$ cat src/rtl/gpu_sram_arbiter.sv
`default_nettype none
// ============================================================================
// Module      : gpu_sram_arbiter
// Description : Round-robin arbiter sharing the GPU SRAM port between the
//               clear/fill engine (port 0) and the raster engine (port 1).
//               Grants only during blanking, issues pipelined writes and
//               two-cycle reads, and drops addresses outside the frame.
// Revision    : 1.0 - initial release
// ============================================================================
module gpu_sram_arbiter #(
  parameter int ADDR_W   = 18,
  parameter int DATA_W   = 16,
  parameter int MAX_ADDR = 255999
) (
  input  logic              I_CLK,
  input  logic              I_RST_N,
  input  logic              I_VIDEO_ON,
  // requester 0: clear/fill engine
  input  logic              I_R0_VALID,
  input  logic              I_R0_WE,
  input  logic [ADDR_W-1:0] I_R0_ADDR,
  input  logic [DATA_W-1:0] I_R0_DATA,
  output logic              O_R0_READY,
  // requester 1: line/triangle raster engine
  input  logic              I_R1_VALID,
  input  logic              I_R1_WE,
  input  logic [ADDR_W-1:0] I_R1_ADDR,
  input  logic [DATA_W-1:0] I_R1_DATA,
  output logic              O_R1_READY,
  // read return
  output logic              O_RD_VALID,
  output logic              O_RD_ID,
  output logic [DATA_W-1:0] O_RD_DATA,
  // SRAM side
  input  logic [DATA_W-1:0] I_GPU_DATA,
  output logic [ADDR_W-1:0] O_GPU_ADDR,
  output logic [DATA_W-1:0] O_GPU_DATA,
  output logic              O_GPU_WRITE,
  output logic              O_GPU_READ,
  // status
  output logic [7:0]        O_DROP_CNT,
  output logic              O_BUSY
);

  localparam logic [ADDR_W-1:0] C_MAX_ADDR = ADDR_W'(MAX_ADDR);
  localparam logic [7:0]        C_DROP_SAT = 8'hFF;

  typedef enum logic [1:0] {
    ST_RUN        = 2'd0,
    ST_RD_ISSUE   = 2'd1,
    ST_RD_CAPTURE = 2'd2
  } state_t;

  state_t              r_state;
  state_t              w_state_next;

  // last port that transferred; the other port wins the next tie
  logic                r_last;

  logic                w_can_accept;
  logic                w_r0_ready;
  logic                w_r1_ready;
  logic                w_xfer0;
  logic                w_xfer1;
  logic                w_xfer;
  logic                w_sel_port;
  logic                w_sel_we;
  logic [ADDR_W-1:0]   w_sel_addr;
  logic [DATA_W-1:0]   w_sel_data;
  logic                w_in_range;

  // outstanding read bookkeeping
  logic                r_rd_port;
  logic                r_rd_drop;

  // output registers
  logic [ADDR_W-1:0]   r_gpu_addr;
  logic [DATA_W-1:0]   r_gpu_data;
  logic                r_gpu_write;
  logic                r_gpu_read;
  logic                r_rd_valid;
  logic                r_rd_id;
  logic [DATA_W-1:0]   r_rd_data;
  logic [7:0]          r_drop_cnt;

  // State register
  always_ff @(posedge I_CLK) begin
    if (!I_RST_N) begin
      r_state <= ST_RUN;
    end else begin
      r_state <= w_state_next;
    end
  end

  // Readiness, grant selection and next-state decode
  always_comb begin
    w_state_next = r_state;
    w_can_accept = I_RST_N & (r_state == ST_RUN) & ~I_VIDEO_ON;
    // readies are mutually exclusive when both ports are valid
    w_r0_ready   = w_can_accept & (~I_R1_VALID | r_last);
    w_r1_ready   = w_can_accept & (~I_R0_VALID | ~r_last);
    w_xfer0      = I_R0_VALID & w_r0_ready;
    w_xfer1      = I_R1_VALID & w_r1_ready;
    w_xfer       = w_xfer0 | w_xfer1;
    w_sel_port   = w_xfer1;
    w_sel_we     = w_xfer1 ? I_R1_WE   : I_R0_WE;
    w_sel_addr   = w_xfer1 ? I_R1_ADDR : I_R0_ADDR;
    w_sel_data   = w_xfer1 ? I_R1_DATA : I_R0_DATA;
    w_in_range   = (w_sel_addr <= C_MAX_ADDR);

    case (r_state)
      ST_RUN: begin
        // every accepted read, in range or dropped, walks the read pipeline
        if (w_xfer && !w_sel_we) begin
          w_state_next = ST_RD_ISSUE;
        end
      end
      ST_RD_ISSUE:   w_state_next = ST_RD_CAPTURE;
      ST_RD_CAPTURE: w_state_next = ST_RUN;
      default:       w_state_next = ST_RUN;
    endcase
  end

  // Round-robin history: remember who was served last
  always_ff @(posedge I_CLK) begin
    if (!I_RST_N) begin
      r_last <= 1'b1;
    end else if (w_xfer) begin
      r_last <= w_sel_port;
    end
  end

  // SRAM command registers: strobes pulse for one cycle after a transfer
  always_ff @(posedge I_CLK) begin
    if (!I_RST_N) begin
      r_gpu_addr  <= '0;
      r_gpu_data  <= '0;
      r_gpu_write <= 1'b0;
      r_gpu_read  <= 1'b0;
    end else begin
      r_gpu_write <= w_xfer & w_sel_we & w_in_range;
      r_gpu_read  <= w_xfer & ~w_sel_we & w_in_range;
      // address/data only move for a real access; they hold when idle
      if (w_xfer && w_in_range) begin
        r_gpu_addr <= w_sel_addr;
        if (w_sel_we) begin
          r_gpu_data <= w_sel_data;
        end
      end
    end
  end

  // Capture which port owns the outstanding read and whether it was dropped
  always_ff @(posedge I_CLK) begin
    if (!I_RST_N) begin
      r_rd_port <= 1'b0;
      r_rd_drop <= 1'b0;
    end else if (w_xfer && !w_sel_we) begin
      r_rd_port <= w_sel_port;
      r_rd_drop <= ~w_in_range;
    end
  end

  // Read return: data sampled from SRAM at the end of RD_CAPTURE
  always_ff @(posedge I_CLK) begin
    if (!I_RST_N) begin
      r_rd_valid <= 1'b0;
      r_rd_id    <= 1'b0;
      r_rd_data  <= '0;
    end else begin
      r_rd_valid <= (r_state == ST_RD_CAPTURE);
      if (r_state == ST_RD_CAPTURE) begin
        r_rd_id   <= r_rd_port;
        r_rd_data <= r_rd_drop ? '0 : I_GPU_DATA;
      end
    end
  end

  // Saturating count of out-of-range requests
  always_ff @(posedge I_CLK) begin
    if (!I_RST_N) begin
      r_drop_cnt <= 8'h00;
    end else if (w_xfer && !w_in_range && (r_drop_cnt != C_DROP_SAT)) begin
      r_drop_cnt <= r_drop_cnt + 8'h01;
    end
  end

  assign O_R0_READY  = w_r0_ready;
  assign O_R1_READY  = w_r1_ready;
  assign O_GPU_ADDR  = r_gpu_addr;
  assign O_GPU_DATA  = r_gpu_data;
  assign O_GPU_WRITE = r_gpu_write;
  assign O_GPU_READ  = r_gpu_read;
  assign O_RD_VALID  = r_rd_valid;
  assign O_RD_ID     = r_rd_id;
  assign O_RD_DATA   = r_rd_data;
  assign O_DROP_CNT  = r_drop_cnt;
  assign O_BUSY      = (r_state != ST_RUN);

endmodule
`default_nettype wire

$ cat config.mk
export PLATFORM = sky130hd
export DESIGN_NAME = gpu_sram_arbiter
export DESIGN_NICKNAME = d
export VERILOG_FILES = /design/src/rtl/gpu_sram_arbiter.sv
export SDC_FILE = /design/constraint.sdc
export NUM_CORES = 1
export LEC_CHECK = 0
export CORE_UTILIZATION = 42
export CTS_CLUSTER_DIAMETER = 30
export DETAILED_ROUTE_END_ITERATION = 10
export HOLD_SLACK_MARGIN = 0.03
export PLACE_DENSITY = 0.86
export SLEW_MARGIN = 20
export SYNTH_ARGS = -nofsm -noshare
export SYNTH_HDL_FRONTEND = slang
export SYNTH_SLANG_ARGS = --single-unit
export TNS_END_PERCENT = 10
$ cat constraint.sdc
create_clock -name I_CLK -period 5 [get_ports I_CLK]
set_clock_uncertainty 0.05 [all_clocks]
set_input_delay 0.5 -clock I_CLK [delete_from_list [all_inputs] [get_ports I_CLK]]
set_output_delay 0.5 -clock I_CLK [all_outputs]
set_load 0.03 [all_outputs]
==> results by group <==
Worst setup path
  • CP arrival: 3.30 ns
  • Crit path max fanout: 54
  • Crit path launch type: input pin
  • Path depth of the worst reg2reg path: 5
  • Worst r2r dst: O_DROP_CNT[5]
  • Reg2Reg Launch Point: r_state[1]
  • R2R setup slack: 2.25 ns
  • CP required: 5.21 ns
  • Setup crit end kind: flop
  • Critical path type: in -> reg

Timing
  • Post-layout min period: 3.09 ns
  • Final hold vios: 0
  • Slew @ Worst Pin: 0.934 ns
  • Max Fclk: 323 MHz
  • Relative slew slack: 37.8%
  • RSZ-0062 raised after global routing: no
  • Setup-failing EPs final: 0
  • Setup_tns: 0 ns
  • Period utilization: 61.8%
  • Fin. max-slew vios: 0

Synth
  • Share of flip-flops with an asynchronous set or reset: 0%
  • Synth warn: 0
  • Mapped Cells: 280
  • Syn avg cell area: 10.2 µm²
  • Net count after synthesis: 372
  • Sequential-to-total area share from yosys stat: 46.9%
  • EDFF count, synth: 0
  • Post-synth cell types: 41
  • Mapped Area: 2860 µm²
  • Synth Flop Type: dfxtp_1
  • #FFs+latches synth: 67

Final layout
  • Area grow syn2layout: 63.2%
  • Share of layout cells above drive strength 1: 8.31%
  • Nets: 520
  • Core Util, Final: 72.2%
  • Antenna fix cells: 0

Place
  • Input/output buffers: 155
  • Dpl hpwl: 5740 µm
  • RD Place Congestion: 0.811

Global route
  • Initial antenna violation count: 0
  • All-layer global routing usage: 21.9%
  • Largest net degree at the start of global routing: 55
  • Vias in the first global route: 2721
  • Total gr overflow: 0
  • First-pass GRT wire length: 12400 µm

Clocking
  • Post CTS Setup Buffer Count: 0
  • CTS tree: built
  • Clock buffer depth: 2
  • Worst-Skew Late Latency: 0.33 ns
  • Cts hold-fix bufs: 0
  • CTS Root Buffer Type: clkbuf_8
  • H-tree depth: 3
  • CTS sink count: 67
  • Cts bufs inserted: 9
  • Clock-pin transition on the worst setup and hold timing paths: 0.08 ns
  • CTS resizes: 0

Routing
  • Vias per cell: 5.18
  • Vias: 2641
  • Routed WL: 7620 µm
  • DRC Markers: 8
  • Drt pass-1 iters: 8
  • Iter 0 DRT Violations: 71
  • Wire length per cell: 14.9 µm
  • Number of routed nets with antenna violations: 0

Floorplanning
  • Core area: 6460 µm²
  • Die X: 84.5 µm
  • Die area: 7140 µm²
  • Ports: 156
  • Std cell rows: 29
  • Initial core utilization: 44.3%
  • Die H: 84.5 µm

Status
  • Failing checks: DRC
  • Status: complete, but fails checks

Hold path
  • Worst Hold End: O_GPU_ADDR[9]
  • WHS Path Cells: 2
  • Min-delay src: O_GPU_ADDR[9]
  • Hold Crit Class: reg -> reg

Power
  • Leak: 0.00199 µW
  • Maximum VDD drop: 0.174 mV
  • Power per cell area: 287 nW/µm²

Job
  • Max-Cap Viols: 0
-- placed cells by master, fill, tap and decap left out, types with 2 or more instances in the layout --
cell             instances
clkdlybuf4s50_1        154
clkbuf_8                 9
or3_1                    2
nand2_1                 23
a22o_1                  16
o31ai_1                  3
clkinv_2                 2
bufinv_16                3
or4_1                    2
nor2b_1                  2
and3_1                   4
buf_4                    2
mux2_2                   5
nor3b_1                  2
nand3_1                 21
o21ai_1                  7
dfxtp_1                 67
o211ai_1                 2
o21ai_0                 19
inv_1                    2
mux2i_1                 50
a21boi_1                 3
o221a_2                  3
nand2b_1                 2
nand4_1                  2
nor2b_2                  2
nor2_1                   2
and2_1                   5
-- synth_stat cells, types with 3 or more instances --
master,count,share of area [%]
nand3_1,21,3.7
nor2b_1,4,0.88
nand2_1,23,3.0
and2_1,5,1.1
o21ai_0,19,3.3
a22o_1,16,4.9
o221a_2,3,1.2
a21boi_1,3,0.79
dfxtp_1,67,47
buf_2,9,1.6
and3_1,4,0.88
buf_1,3,0.39
o31ai_1,3,0.79
mux2_2,5,2.0
o21ai_1,7,1.2
clkbuf_1,6,0.79
mux2i_1,50,18
-- worst max-delay path by stage --
| stage | startpoint | to | slack, ns | depth (start not counted) |
|---|---|---|---|---|
| global route | I_RST_N | O_DROP_CNT[5] | 1.67 | 7 |
| global placement | I_RST_N | O_DROP_CNT[5] | 1.65 | 7 |
| finish | I_RST_N | O_DROP_CNT[5] | 1.91 | 7 |
| floorplan | I_RST_N | O_DROP_CNT[5] | 2.88 | 6 |
| CTS | I_RST_N | O_DROP_CNT[5] | 1.89 | 7 |
| detailed placement | I_RST_N | O_GPU_DATA[7] | 1.54 | 7 |
-- registers in the layout, indices dropped and copies added, names as in the netlist, 2 cells and up --
| name | flops |
|---|---|
| O_DROP_CNT | 8 |
| O_GPU_ADDR | 18 |
| O_GPU_DATA | 16 |
| r_state | 2 |
| O_RD_DATA | 16 |
-- worst max-delay path, cell delays in order --
cell and delay [ns]:
buf_2 0.08, buf_4 0.42, nor4b_4 0.47, nand3_2 0.61, mux2i_4 0.50, or4_1 0.55
a21boi_0 0.16
-- where the power goes --
part / total [µW] / switching, µW / internal (µW) / leakage, µW
Sequential: 569 / 12.6 / 556 / 0.000545
Clock: 533 / 203 / 330 / 0.000119
Combinational: 239 / 110 / 129 / 0.00132
Total: 1340 / 325 / 1020 / 0.00199
-- metrics by stage --
step	hold slack [ns]	power [µW]	instances	setup WS, ns	cell area, µm²
finish	0.412	1340	510	1.91	4660
global route	0.423	1400	510	1.67	4660
CTS	0.416	1350	510	1.89	4660
detailed placement	0.405	820	494	1.54	4420
global placement	0.395	815	494	1.65	4420
floorplan	0.385	690	280	2.88	2860
-- cell type report --
class                           count  area, µm²
Fill cell                         523       1790
Timing Repair Buffer              157       1560
Multi-Input combinational cell    191       1420
Sequential cell                    67       1340
Clock buffer                        9        124
Clock inverter                      7        116
Tap cell                           77       96.3
Inverter                            2       7.51
-- cells by family (layout without fill, tap and decap cells) --
family,after synthesis,in the layout,share of synthesized area [%]
simple gates,76,76,14.7
flops,67,67,46.9
compound gates,58,58,14.0
mux,56,56,20.3
buf+inv,22,175,3.68
fa+ha+maj,1,1,0.438
-- layer usage --
metal,wire length (µm),track usage (%),part of all wire (%)
met1,3130,24.3,41
met2,3830,38.8,50
met3,434,5.21,5.7
met4,228,11.4,3.0
met5,0,0,0
Note: power is estimated with default switching activity, not from simulation.
==> variant (same flow settings) <==
Reset style: asynchronous (`I_RST_N`), changed in 6 clocked blocks.
--- a/src/rtl/gpu_sram_arbiter.sv
+++ b/src/rtl/gpu_sram_arbiter.sv
@@ -85,5 +85,5 @@
 
   // State register
-  always_ff @(posedge I_CLK) begin
+  always_ff @(posedge I_CLK or negedge I_RST_N) begin
     if (!I_RST_N) begin
       r_state <= ST_RUN;
@@ -123,5 +123,5 @@
 
   // Round-robin history: remember who was served last
-  always_ff @(posedge I_CLK) begin
+  always_ff @(posedge I_CLK or negedge I_RST_N) begin
     if (!I_RST_N) begin
       r_last <= 1'b1;
@@ -132,5 +132,5 @@
 
   // SRAM command registers: strobes pulse for one cycle after a transfer
-  always_ff @(posedge I_CLK) begin
+  always_ff @(posedge I_CLK or negedge I_RST_N) begin
     if (!I_RST_N) begin
       r_gpu_addr  <= '0;
@@ -152,5 +152,5 @@
 
   // Capture which port owns the outstanding read and whether it was dropped
-  always_ff @(posedge I_CLK) begin
+  always_ff @(posedge I_CLK or negedge I_RST_N) begin
     if (!I_RST_N) begin
       r_rd_port <= 1'b0;
@@ -163,5 +163,5 @@
 
   // Read return: data sampled from SRAM at the end of RD_CAPTURE
-  always_ff @(posedge I_CLK) begin
+  always_ff @(posedge I_CLK or negedge I_RST_N) begin
     if (!I_RST_N) begin
       r_rd_valid <= 1'b0;
@@ -178,5 +178,5 @@
 
   // Saturating count of out-of-range requests
-  always_ff @(posedge I_CLK) begin
+  always_ff @(posedge I_CLK or negedge I_RST_N) begin
     if (!I_RST_N) begin
       r_drop_cnt <= 8'h00;
Formal check against the unedited RTL: differs if I_RST_N is asserted again (counterexample within 4 cycles, from zero or initial values and one cycle with I_RST_N low); with I_RST_N held inactive, the same outputs for 10 cycles.
==> variant against the unedited design <==
- synthesized area rose by 7.0%
- routed wire length increased by 4.0%
- final cell count up 7.3%
- cell area increased by 3.5%
- sequential cell count stayed put
- setup slack worse by 0.057 ns
- global-route usage decreased by 0.85 points
- highest routed layer unchanged
Power is not compared: it rests on default switching activity, and its combinational part moved more than twofold at a synthesized area within 25%.
==> variant: results (changes against the unedited design) <==
\begin{tabular}{lr}
\hline
Metric & Value \\
\hline
\multicolumn{2}{l}{\textbf{Global routing}} \\
\quad Global-route track usage on met2 & 0.3580 (-0.03007) \\
\quad Met3 layer usage reported by global route & 0.05592 (+0.003810) \\
\quad Overall Global Routing Usage & 0.2103 (-0.008468) \\
\quad Global-route wire length before repair & 12330 µm (-0.17\%) \\
\quad M1 GR Usage & 0.2514 (+0.008265) \\
\multicolumn{2}{l}{\textbf{Critical path}} \\
\quad Cell with the biggest individual delay on the critical path & sky130\_fd\_sc\_hd\_\_mux2i\_4 \\
\quad Delay of the slowest cell on the worst path & 0.68 ns (+0.07 ns) \\
\quad Peak fanout along the critical path & 39 (-28\%) \\
\quad CP Data Arrival Time & 3.27 ns (-0.03 ns) \\
\multicolumn{2}{l}{\textbf{Outcome}} \\
\quad Result of the run & complete, no violations \\
\multicolumn{2}{l}{\textbf{Cells and area}} \\
\quad Fin nets & 539 (+3.7\%) \\
\quad Fraction of final layout cells sized beyond drive strength 1 & 0.06208 (-0.02106) \\
\multicolumn{2}{l}{\textbf{Route}} \\
\quad DRC violation total after the first TritonRoute iteration & 73 (+2.8\%) \\
\quad Post-Route WL & 7928 µm (+4.0\%) \\
\quad Final routed DRC violation total & 0 (-8) \\
\quad Detailed Routing Iterations Pass 1 & 4 (-4) \\
\quad Number of vias after detailed routing & 2744 (+3.9\%) \\
\multicolumn{2}{l}{\textbf{Logic synthesis}} \\
\quad Dominant cells by area after synthesis & sky130\_fd\_sc\_hd\_\_dfrtp\_1 (54\%), sky130\_fd\_sc\_hd\_\_mux2i\_1 (11\%), sky130\_fd\_sc\_hd\_\_a21oi\_1 (8.7\%) \\
\quad Post-synth cell types & 36 (-12\%) \\
\quad Average cell area after synthesis & 10.34 µm² (+1.2\%) \\
\quad Fraction of registers with async set or reset after synthesis & 1.000 (+1.000) \\
\quad Share of the yosys chip area belonging to registers & 0.5485 (+0.07932) \\
\multicolumn{2}{l}{\textbf{STA}} \\
\quad Max transition margin & 0.3244 (-0.05314) \\
\quad Final critical delay including setup and external delays & 3.148 ns (+0.05684 ns) \\
\multicolumn{2}{l}{\textbf{Place}} \\
\quad Placed Cells incl. Taps & 532 (+7.7\%) \\
\quad Placed wire-length estimate after detailed placement & 5853 µm (+2.0\%) \\
\quad Post-placement setup slack & 1.511 ns (-0.03205 ns) \\
\quad GP Congestion & 0.7515 (-7.3\%) \\
\multicolumn{2}{l}{\textbf{Clock network}} \\
\quad CTS H-tree depth & 3 (unchanged) \\
\hline
\end{tabular}
-- variant: path summary, 6_finish.rpt --
check                      cells past startpoint  slack (ns)                      start                          to
max reg2reg                                    6        1.98     r_state[1]$_DFFE_PN0P_  O_GPU_ADDR[12]$_DFFE_PN0P_
max                                            7        1.85                 I_VIDEO_ON  O_GPU_ADDR[12]$_DFFE_PN0P_
min                                            2        0.36                    I_RST_N    O_RD_DATA[5]$_DFFE_PN0P_
min in group I_CLK                             2        0.43  O_RD_DATA[12]$_DFFE_PN0P_   O_RD_DATA[12]$_DFFE_PN0P_
min reg2reg                                    2        0.43  O_RD_DATA[12]$_DFFE_PN0P_   O_RD_DATA[12]$_DFFE_PN0P_
max in group asynchronous                      2        4.00                    I_RST_N   O_GPU_ADDR[4]$_DFFE_PN0P_
-- variant: cell families after synthesis --
logic type / count (synthesis) / share of synthesized area
buffers and inverters: 23 / 0.03517
muxes: 40 / 0.1366
xor gates and xnor gates: 5 / 0.01431
adders and majority gates: 1 / 0.004089
and+or+nand+nor: 80 / 0.1243
AOI/OAI and AO/OA: 80 / 0.1370
DFF: 67 / 0.5485
-- variant: report_power, final --
group,switching (mW),leakage (nW),internal (mW)
Sequential,0.0700,0.807,0.668
Clock,0.191,0.0860,0.189
Combinational,0.424,1.32,0.335
Total,0.684,2.22,1.19
-- variant: final cells by class --
cell class                 count  share of cell area
clock buffer                  12             0.03007
clock inverter                 3            0.003110
inverter                       5            0.003888
multi-input combinational    206              0.2654
sequential                    67              0.3476
tap                           96             0.02488
timing repair buffer         158              0.3250
-- variant: routing by layer --
metal,wire length (µm),share of wire
met1,3182,0.40
met5,0,0
met3,674,0.085
met4,103,0.013
met2,3968,0.50
